**config.mk**
```make
export PLATFORM = sky130hd
export DESIGN_NAME = hiscore_ram_arbiter
export DESIGN_NICKNAME = d
export VERILOG_FILES = /design/src/rtl/hiscore_ram_arbiter.sv
export SDC_FILE = /design/constraint.sdc
export NUM_CORES = 1
export LEC_CHECK = 0
export CORE_ASPECT_RATIO = 1.1
export CORE_MARGIN = 2
export CORE_UTILIZATION = 45
export CTS_CLUSTER_SIZE = 30
export DETAILED_ROUTE_END_ITERATION = 6
export GPL_TIMING_DRIVEN = 0
export PLACE_DENSITY = 0.83
export SYNTH_ARGS = -nofsm -noshare
export SYNTH_HDL_FRONTEND = slang
export SYNTH_SLANG_ARGS = --single-unit
export TNS_END_PERCENT = 100
```
**constraint.sdc**
```tcl
create_clock -name clk -period 4.5 [get_ports clk]
set_input_delay 0.9 -clock clk [delete_from_list [all_inputs] [get_ports clk]]
set_output_delay 0.9 -clock clk [all_outputs]
set_load 0.005 [all_outputs]
```
**src/rtl/hiscore_ram_arbiter.sv**
```systemverilog
// Lends the game work-RAM port to the hiscore engine: pause the CPU, wait for its
// acknowledge, grant bounded bursts, then hand the port back for a CPU window.
module hiscore_ram_arbiter #(
  parameter int AW          = 10,
  parameter int MAX_BURST   = 32,
  parameter int CPU_WINDOW  = 16,
  parameter int ACK_TIMEOUT = 255
) (
  input  logic          clk,
  input  logic          reset,
  input  logic [AW-1:0] cpu_addr,
  input  logic [7:0]    cpu_dout,
  input  logic          cpu_we,
  output logic          cpu_pause,
  input  logic          cpu_pause_ack,
  input  logic          hs_req,
  input  logic [AW-1:0] hs_addr,
  input  logic [7:0]    hs_dout,
  input  logic          hs_we,
  output logic          hs_grant,
  output logic          hs_din_valid,
  output logic          hs_abort,
  output logic [AW-1:0] ram_addr,
  output logic [7:0]    ram_din,
  output logic          ram_we
);

  localparam int BW = $clog2(MAX_BURST + 1);
  localparam int CW = $clog2(CPU_WINDOW + 1);
  localparam logic [7:0]    ACK_LAST   = 8'(ACK_TIMEOUT);
  localparam logic [BW-1:0] BURST_LAST = BW'(MAX_BURST - 1);
  localparam logic [CW-1:0] COOL_LAST  = CW'(CPU_WINDOW - 1);

  typedef enum logic [1:0] {
    IDLE  = 2'd0,
    PAUSE = 2'd1,
    GRANT = 2'd2,
    COOL  = 2'd3
  } state_t;

  state_t        state_r;
  logic [7:0]    ack_cnt_r;
  logic [BW-1:0] burst_cnt_r;
  logic [CW-1:0] cool_cnt_r;

  // Arbitration FSM; all handshake outputs are registered here.
  always_ff @(posedge clk) begin
    if (reset) begin
      state_r      <= IDLE;
      cpu_pause    <= 1'b0;
      hs_grant     <= 1'b0;
      hs_din_valid <= 1'b0;
      hs_abort     <= 1'b0;
      ack_cnt_r    <= 8'd0;
      burst_cnt_r  <= '0;
      cool_cnt_r   <= '0;
    end else begin
      hs_abort     <= 1'b0;
      hs_din_valid <= hs_grant & ~hs_we;
      case (state_r)
        IDLE: begin
          if (hs_req) begin
            state_r   <= PAUSE;
            cpu_pause <= 1'b1;
            ack_cnt_r <= 8'd0;
          end
        end
        PAUSE: begin
          // A dropped request is a clean release and outranks the timeout.
          if (!hs_req) begin
            state_r   <= IDLE;
            cpu_pause <= 1'b0;
          end else if (cpu_pause_ack) begin
            state_r     <= GRANT;
            hs_grant    <= 1'b1;
            burst_cnt_r <= '0;
          end else if (ack_cnt_r == ACK_LAST) begin
            state_r   <= IDLE;
            cpu_pause <= 1'b0;
            hs_abort  <= 1'b1;
          end else begin
            ack_cnt_r <= ack_cnt_r + 8'd1;
          end
        end
        GRANT: begin
          // Losing the CPU acknowledge mid-burst is a bus hazard, so it is checked first.
          if (!cpu_pause_ack) begin
            state_r   <= IDLE;
            hs_grant  <= 1'b0;
            cpu_pause <= 1'b0;
            hs_abort  <= 1'b1;
          end else if (!hs_req) begin
            state_r   <= IDLE;
            hs_grant  <= 1'b0;
            cpu_pause <= 1'b0;
          end else if (burst_cnt_r == BURST_LAST) begin
            state_r    <= COOL;
            hs_grant   <= 1'b0;
            cpu_pause  <= 1'b0;
            cool_cnt_r <= '0;
          end else begin
            burst_cnt_r <= burst_cnt_r + BW'(1);
          end
        end
        COOL: begin
          if (cool_cnt_r == COOL_LAST) begin
            if (hs_req) begin
              state_r   <= PAUSE;
              cpu_pause <= 1'b1;
              ack_cnt_r <= 8'd0;
            end else begin
              state_r <= IDLE;
            end
          end else begin
            cool_cnt_r <= cool_cnt_r + CW'(1);
          end
        end
        default: begin
          state_r   <= IDLE;
          cpu_pause <= 1'b0;
          hs_grant  <= 1'b0;
        end
      endcase
    end
  end

  // RAM port mux; a hiscore write is suppressed while reset is asserted.
  always_comb begin
    if (hs_grant) begin
      ram_addr = hs_addr;
      ram_din  = hs_dout;
      ram_we   = hs_we & ~reset;
    end else begin
      ram_addr = cpu_addr;
      ram_din  = cpu_dout;
      ram_we   = cpu_we;
    end
  end

endmodule

```
# --- Word-level counts from Yosys, hierarchy flattened ---
# Index checks and enable logic that the tools add are counted.
op_classes:
  add_sub_neg: 3
  n_eq_ne: 21
  mux: 47
  bitwise: 4
  n_reduce_logical: 10
ops:
  columns: ["op", "count"]
  rows:
  - ["$mux 8", 6]
  - ["$mux 6", 5]
  - ["$pmux 8 s3", 1]
  - ["$ne 2x2->1 const B", 11]
  - ["$mux 5", 4]
  - ["$mux 1", 16]
  - ["$mux 2", 8]
  - ["$pmux 6 s2", 1]
  - ["$reduce_and 4->1", 3]
  - ["$mux 10", 1]
  - ["$pmux 5 s2", 1]
  - ["$reduce_and 5->1", 2]
  - ["$add 8x1->8 const B", 1]
  - ["$eq 8x8->1 const B", 1]
  - ["$ne 4x4->1 const B", 2]
  - ["$pmux 2 s4", 1]
  - ["$add 6x1->6 const B", 1]
  - ["$eq 6x5->1 const B", 1]
  - ["$ne 3x3->1 const B", 2]
  - ["$reduce_and 6->1", 1]
  - ["$add 5x1->5 const B", 1]
  - ["$eq 5x4->1 const B", 1]
  - ["$eq 2x2->1 const B", 2]
  - ["$pmux 1 s2", 2]
  - ["7 further kinds", 10]
totals:
  reg_bits: 25
  inputBits: 42
  out_inout_bits: 23
  elab_cells: 93

# --- Logic depth before layout (Yosys ltp) ---
logic_depth:
  ltp_word: 5
  mapped_depth: 7
  depth_no_buf: 7

# --- Least setup slack after synthesis ---
# No wires, ideal clock.
synth_path:
  path_type: "input-to-output"
  from: "input port reset"
  to: "output port ram_we"
  t_arrival_ns: 1.567
  required_ns: 3.600
  path_slack_ns: 2.033
  cell_stages: 3
  n_path_buf: 2
  path_cell_list: "clkbuf_1 clkbuf_1 o22ai_1"
synth_between:
  elab_chain_len: 3
synth_rtl:
  columns: ["item", "line_no", "source"]
  rows:
  - ["start: declaration", "10", "input logic reset,"]
  - ["$not 1->1", "132", "ram_we = hs_we & ~reset;"]
  - ["$and 1x1->1", "132", null]
  - ["$mux 1", "129", "if (hs_grant) begin"]
  - ["end: declaration", "25", "output logic ram_we"]
# No other way between the ends.

# --- Worst setup path after layout ---
# Ends and elaborated chain as after synthesis.

==> metrics.txt <==
# TYPE chip_impl_metric gauge
chip_impl_info{name="status",value="complete, no violations"} 1
chip_impl_metric{name="globalRouteOverflowTotal",unit=""} 0
chip_impl_metric{name="worst_pin_slew",unit="ns"} 0.548
chip_impl_metric{name="syn2layout_area_growth",unit="%"} 41.5
chip_impl_metric{name="drc",unit=""} 0
chip_impl_metric{name="period_minus_slack",unit="ns"} 3.73
chip_impl_metric{name="seq_area_frac_synth",unit=""} 0.282
chip_impl_metric{name="initial_core_util",unit=""} 0.479
chip_impl_metric{name="worstPathMaxFanout",unit=""} 10
chip_impl_info{name="grt.busiest_layer",value="met2"} 1
chip_impl_metric{name="final_util",unit=""} 0.677
chip_impl_metric{name="floorplan.io_pins",unit=""} 65
chip_impl_info{name="grt_setup_unrepaired",value="false"} 1
chip_impl_metric{name="setup_violating_endpoint_count_in_the_final_report",unit=""} 0
chip_impl_metric{name="first_pass_grt_wire_length",unit="um"} 7820
chip_impl_metric{name="dr.pass1.iters",unit=""} 4
chip_impl_info{name="mostFrequentLayoutCell",value="sky130_fd_sc_hd__clkdlybuf4s50_1"} 1
chip_impl_metric{name="area_of_the_mapped_netlist",unit="um2"} 1780
chip_impl_metric{name="synth-edff-count",unit=""} 0
chip_impl_metric{name="insertedDiodeCount",unit=""} 0
chip_impl_metric{name="dieHeight",unit="um"} 69.9
chip_impl_metric{name="cell_row_count",unit=""} 23
chip_impl_metric{name="share_clk_of_total_power",unit=""} 0.255
chip_impl_info{name="critPathSlowestCell",value="sky130_fd_sc_hd__clkdlybuf4s50_1"} 1
chip_impl_metric{name="sequentialPowerShare",unit=""} 0.437
chip_impl_metric{name="arr_time_crit_path",unit="ns"} 2.83
chip_impl_metric{name="die_x",unit="um"} 63.9
chip_impl_metric{name="post_synthesis_cell_type_count",unit=""} 56
chip_impl_metric{name="timing.reg2reg.setup_slack",unit="ns"} 2.25
chip_impl_metric{name="path_buf_inv",unit=""} 4
chip_impl_metric{name="maxSlewHeadroom",unit=""} 0.626
chip_impl_info{name="dominantRegCellSynth",value="sky130_fd_sc_hd__dfxtp_1"} 1
chip_impl_metric{name="worst_path_largest_cell_delay",unit="ns"} 0.50
chip_impl_info{name="endpoint_kind",value="output port"} 1
chip_impl_metric{name="gr-usage-met1",unit=""} 0.250
chip_impl_metric{name="fp.coreArea",unit="um2"} 3710
chip_impl_metric{name="clk_transition_reported_paths",unit="ns"} 0.08
chip_impl_metric{name="finalMaxSlewViolations",unit=""} 0
chip_impl_metric{name="ys_warn_count",unit=""} 0
chip_impl_metric{name="post-cts-setup-buffers",unit=""} 0
chip_impl_metric{name="worst-endpoint-required",unit="ns"} 3.60
chip_impl_info{name="setup.worst_path.class",value="input port to output port"} 1
chip_impl_metric{name="port_buffer_count",unit=""} 63
chip_impl_metric{name="routed_wire_length_per_instance",unit="um"} 14.5
chip_impl_metric{name="maxCapViolations",unit=""} 0
chip_impl_metric{name="h-tree-depth",unit=""} 1
chip_impl_info{name="clk_root_buffer_cell",value="sky130_fd_sc_hd__clkbuf_8"} 1
chip_impl_metric{name="ant_nets",unit=""} 0
chip_impl_metric{name="detail_route.wirelength",unit="um"} 4760
chip_impl_metric{name="detail_route.vias_per_cell",unit=""} 5.70
chip_impl_metric{name="grt_antenna_before_repair",unit=""} 0
chip_impl_info{name="crit_family",value="buffers and inverters"} 1
chip_impl_metric{name="clk_path_buf_depth",unit=""} 2
chip_impl_metric{name="cts_made_buffers",unit=""} 3
chip_impl_metric{name="p_switching",unit="uW"} 140
chip_impl_metric{name="gr-usage-met3",unit=""} 0.0499
chip_impl_metric{name="clk-insertion-delay-late",unit="ns"} 0.27
chip_impl_metric{name="leakagePower",unit="uW"} 0.000881
chip_impl_metric{name="fin_nets",unit=""} 330
chip_impl_metric{name="place.detailed.hpwl",unit="um"} 3720
chip_impl_info{name="cts_tree",value="built"} 1
chip_impl_metric{name="first_global_vias",unit=""} 1762
chip_impl_metric{name="internal_power",unit="uW"} 388
chip_impl_metric{name="postCtsHoldBufs",unit=""} 0
chip_impl_metric{name="vdd.ir_drop.worst",unit="mV"} 0.137
chip_impl_metric{name="combinationalPowerShare",unit=""} 0.308
chip_impl_metric{name="synthesis.nets",unit=""} 262
chip_impl_metric{name="drive_gt1_frac",unit=""} 0.0899
chip_impl_metric{name="grtUsageTotal",unit=""} 0.211
chip_impl_metric{name="postSynthCellCount",unit=""} 211
chip_impl_metric{name="clock_skew",unit="ns"} 0.00474
chip_impl_metric{name="cts_resized",unit=""} 0
chip_impl_info{name="cp-start-kind",value="input port"} 1
chip_impl_metric{name="globalplace.congestion",unit=""} 0.808
chip_impl_info{name="hold_path_class",value="register to register"} 1
chip_impl_metric{name="die_area",unit="um2"} 4470
chip_impl_metric{name="yosys_register_bits",unit=""} 25
chip_impl_metric{name="fin_crit_sh",unit=""} 0.829
chip_impl_metric{name="postSynth.asyncResetShare",unit=""} 0
chip_impl_info{name="commonest_cells_after_routing_fill_and_taps_aside",value="sky130_fd_sc_hd__clkdlybuf4s50_1 (63), sky130_fd_sc_hd__dfxtp_1 (25), sky130_fd_sc_hd__mux2_2 (19), sky130_fd_sc_hd__nand2_1 (19), sky130_fd_sc_hd__nand3_1 (11)"} 1
chip_impl_metric{name="routed-via-count",unit=""} 1871
chip_impl_metric{name="achievable-frequency",unit="MHz"} 268
chip_impl_metric{name="sw_frac_of_total",unit=""} 0.265
chip_impl_metric{name="clock_sinks",unit=""} 25
chip_impl_metric{name="setup_total_negative_slack",unit="ns"} 0
chip_impl_metric{name="synth.avg_cell_area",unit="um2"} 8.42
chip_impl_metric{name="nFillCells",unit=""} 313
chip_impl_metric{name="grtUsageMet2",unit=""} 0.374
chip_impl_metric{name="cellPowerDensity",unit="nW/um2"} 210
chip_impl_metric{name="detailedRoute.firstIterationViolations",unit=""} 62
chip_impl_metric{name="final_hold_violation_count",unit=""} 0
chip_impl_info{name="critical_path.cell_chain",value="clkdlybuf4s50_1 -> clkbuf_1 -> clkbuf_1 -> o22ai_1 -> clkdlybuf4s50_1"} 1
chip_impl_metric{name="largest_net_degree_at_the_start_of_global_routing",unit=""} 14
## worst register-to-register path, cell delays in order (launching register included)
cell and delay [ns]:
sky130_fd_sc_hd__dfxtp_1 0.40, sky130_fd_sc_hd__ha_1 0.18, sky130_fd_sc_hd__and3_1 0.16, sky130_fd_sc_hd__ha_1 0.19, sky130_fd_sc_hd__nand2b_1 0.27, sky130_fd_sc_hd__nand2_1 0.26, sky130_fd_sc_hd__or4_1 0.56, sky130_fd_sc_hd__a31oi_1 0.16
## cell type report
class | instances | area (um2) | area share
inverters | 9 | 33.8 | 0.0134
flip-flops and latches | 25 | 500 | 0.199
repair buffers | 63 | 631 | 0.251
plain buffers | 12 | 47.5 | 0.0189
well taps | 50 | 62.6 | 0.0249
clock buffers | 4 | 45.0 | 0.0179
multi-input cells | 165 | 1190 | 0.475
## cells by family (layout without fill, tap and decap cells)
kind of cell,Yosys count,after routing,synth area share
xor gates and xnor gates,2,2,0.00986
and+or+nand+nor,79,79,0.259
AOI/OAI and AO/OA,56,56,0.220
buffers and inverters,21,88,0.0458
muxes,19,19,0.120
adders and majority gates,9,9,0.0634
DFF,25,25,0.282
## sequential cells by signal, indices dropped and copies added (netlist names)
| register | flops |
|---|---|
| ack_cnt_r | 8 |
| burst_cnt_r | 6 |
| cool_cnt_r | 5 |
| state_r | 2 |
| cpu_pause | 1 |
| hs_abort | 1 |
| hs_din_valid | 1 |
| hs_grant | 1 |
## Yosys cell counts, types with 2 or more instances
cell type / instances / area [um2]
sky130_fd_sc_hd__mux2_2: 19 / 214
sky130_fd_sc_hd__o211ai_1: 3 / 22.5
sky130_fd_sc_hd__clkbuf_1: 9 / 33.8
sky130_fd_sc_hd__a211oi_1: 2 / 15.0
sky130_fd_sc_hd__o21a_1: 3 / 22.5
sky130_fd_sc_hd__o21ai_0: 3 / 15.0
sky130_fd_sc_hd__o21ai_1: 4 / 20.0
sky130_fd_sc_hd__or4_1: 3 / 22.5
sky130_fd_sc_hd__dfxtp_1: 25 / 500
sky130_fd_sc_hd__o211a_1: 2 / 20.0
sky130_fd_sc_hd__and2_1: 2 / 12.5
sky130_fd_sc_hd__nand4_1: 2 / 12.5
sky130_fd_sc_hd__or3_1: 5 / 31.3
sky130_fd_sc_hd__a21oi_1: 10 / 50.1
sky130_fd_sc_hd__nand3_1: 11 / 55.1
sky130_fd_sc_hd__and3_1: 2 / 12.5
sky130_fd_sc_hd__nor3_1: 3 / 15.0
sky130_fd_sc_hd__a22o_1: 3 / 26.3
sky130_fd_sc_hd__nor2_1: 8 / 30.0
sky130_fd_sc_hd__inv_1: 9 / 33.8
sky130_fd_sc_hd__buf_2: 2 / 10.0
sky130_fd_sc_hd__or4b_1: 3 / 30.0
sky130_fd_sc_hd__nand4b_1: 3 / 26.3
sky130_fd_sc_hd__nand2_1: 19 / 71.3
sky130_fd_sc_hd__ha_1: 9 / 113
sky130_fd_sc_hd__a31oi_1: 9 / 56.3
sky130_fd_sc_hd__and4b_1: 2 / 20.0
sky130_fd_sc_hd__nand2b_1: 6 / 37.5
sky130_fd_sc_hd__a21boi_1: 2 / 15.0
sky130_fd_sc_hd__o22ai_1: 2 / 12.5
## power groups by stage
stage               clock [uW]  sequential (uW)  combinational, uW
finish                     135              231                163
global route               144              232                177
CTS                        139              231                163
detailed placement           0              236                162
global placement             0              236                159
floorplan                    0              235               73.7
## metal layers
metal / vias to the layer above / share of wire
met5: - / 0
met4: 0 / 0.0094
met3: 5 / 0.087
met2: 82 / 0.48
met1: 847 / 0.42
li1: 937 / -
## path summary, 6_finish.rpt
path | start | endpoint | cells after the start
worst max-delay path | reset | ram_we | 5
worst min-delay path | cool_cnt_r[4] | cool_cnt_r[4] | 1
worst max register to register | cool_cnt_r[0] | ack_cnt_r[2] | 7
worst min register to register | cool_cnt_r[4] | cool_cnt_r[4] | 1
## stage by stage
step           setup slack [ns]  area, um2  power, uW  std cells  hold slack (ns)
6_report                  0.769       2510        528        328            0.483
5_1_grt                   0.617       2510        553        328            0.535
4_1_cts                   0.783       2510        532        328            0.490
3_5_place_dp              0.775       2470        398        324            0.468
3_3_place_gp              0.779       2470        395        324            0.468
2_1_floorplan              2.03       1780        309        211            0.449
No activity file was read; power rests on OpenSTA's default activity.
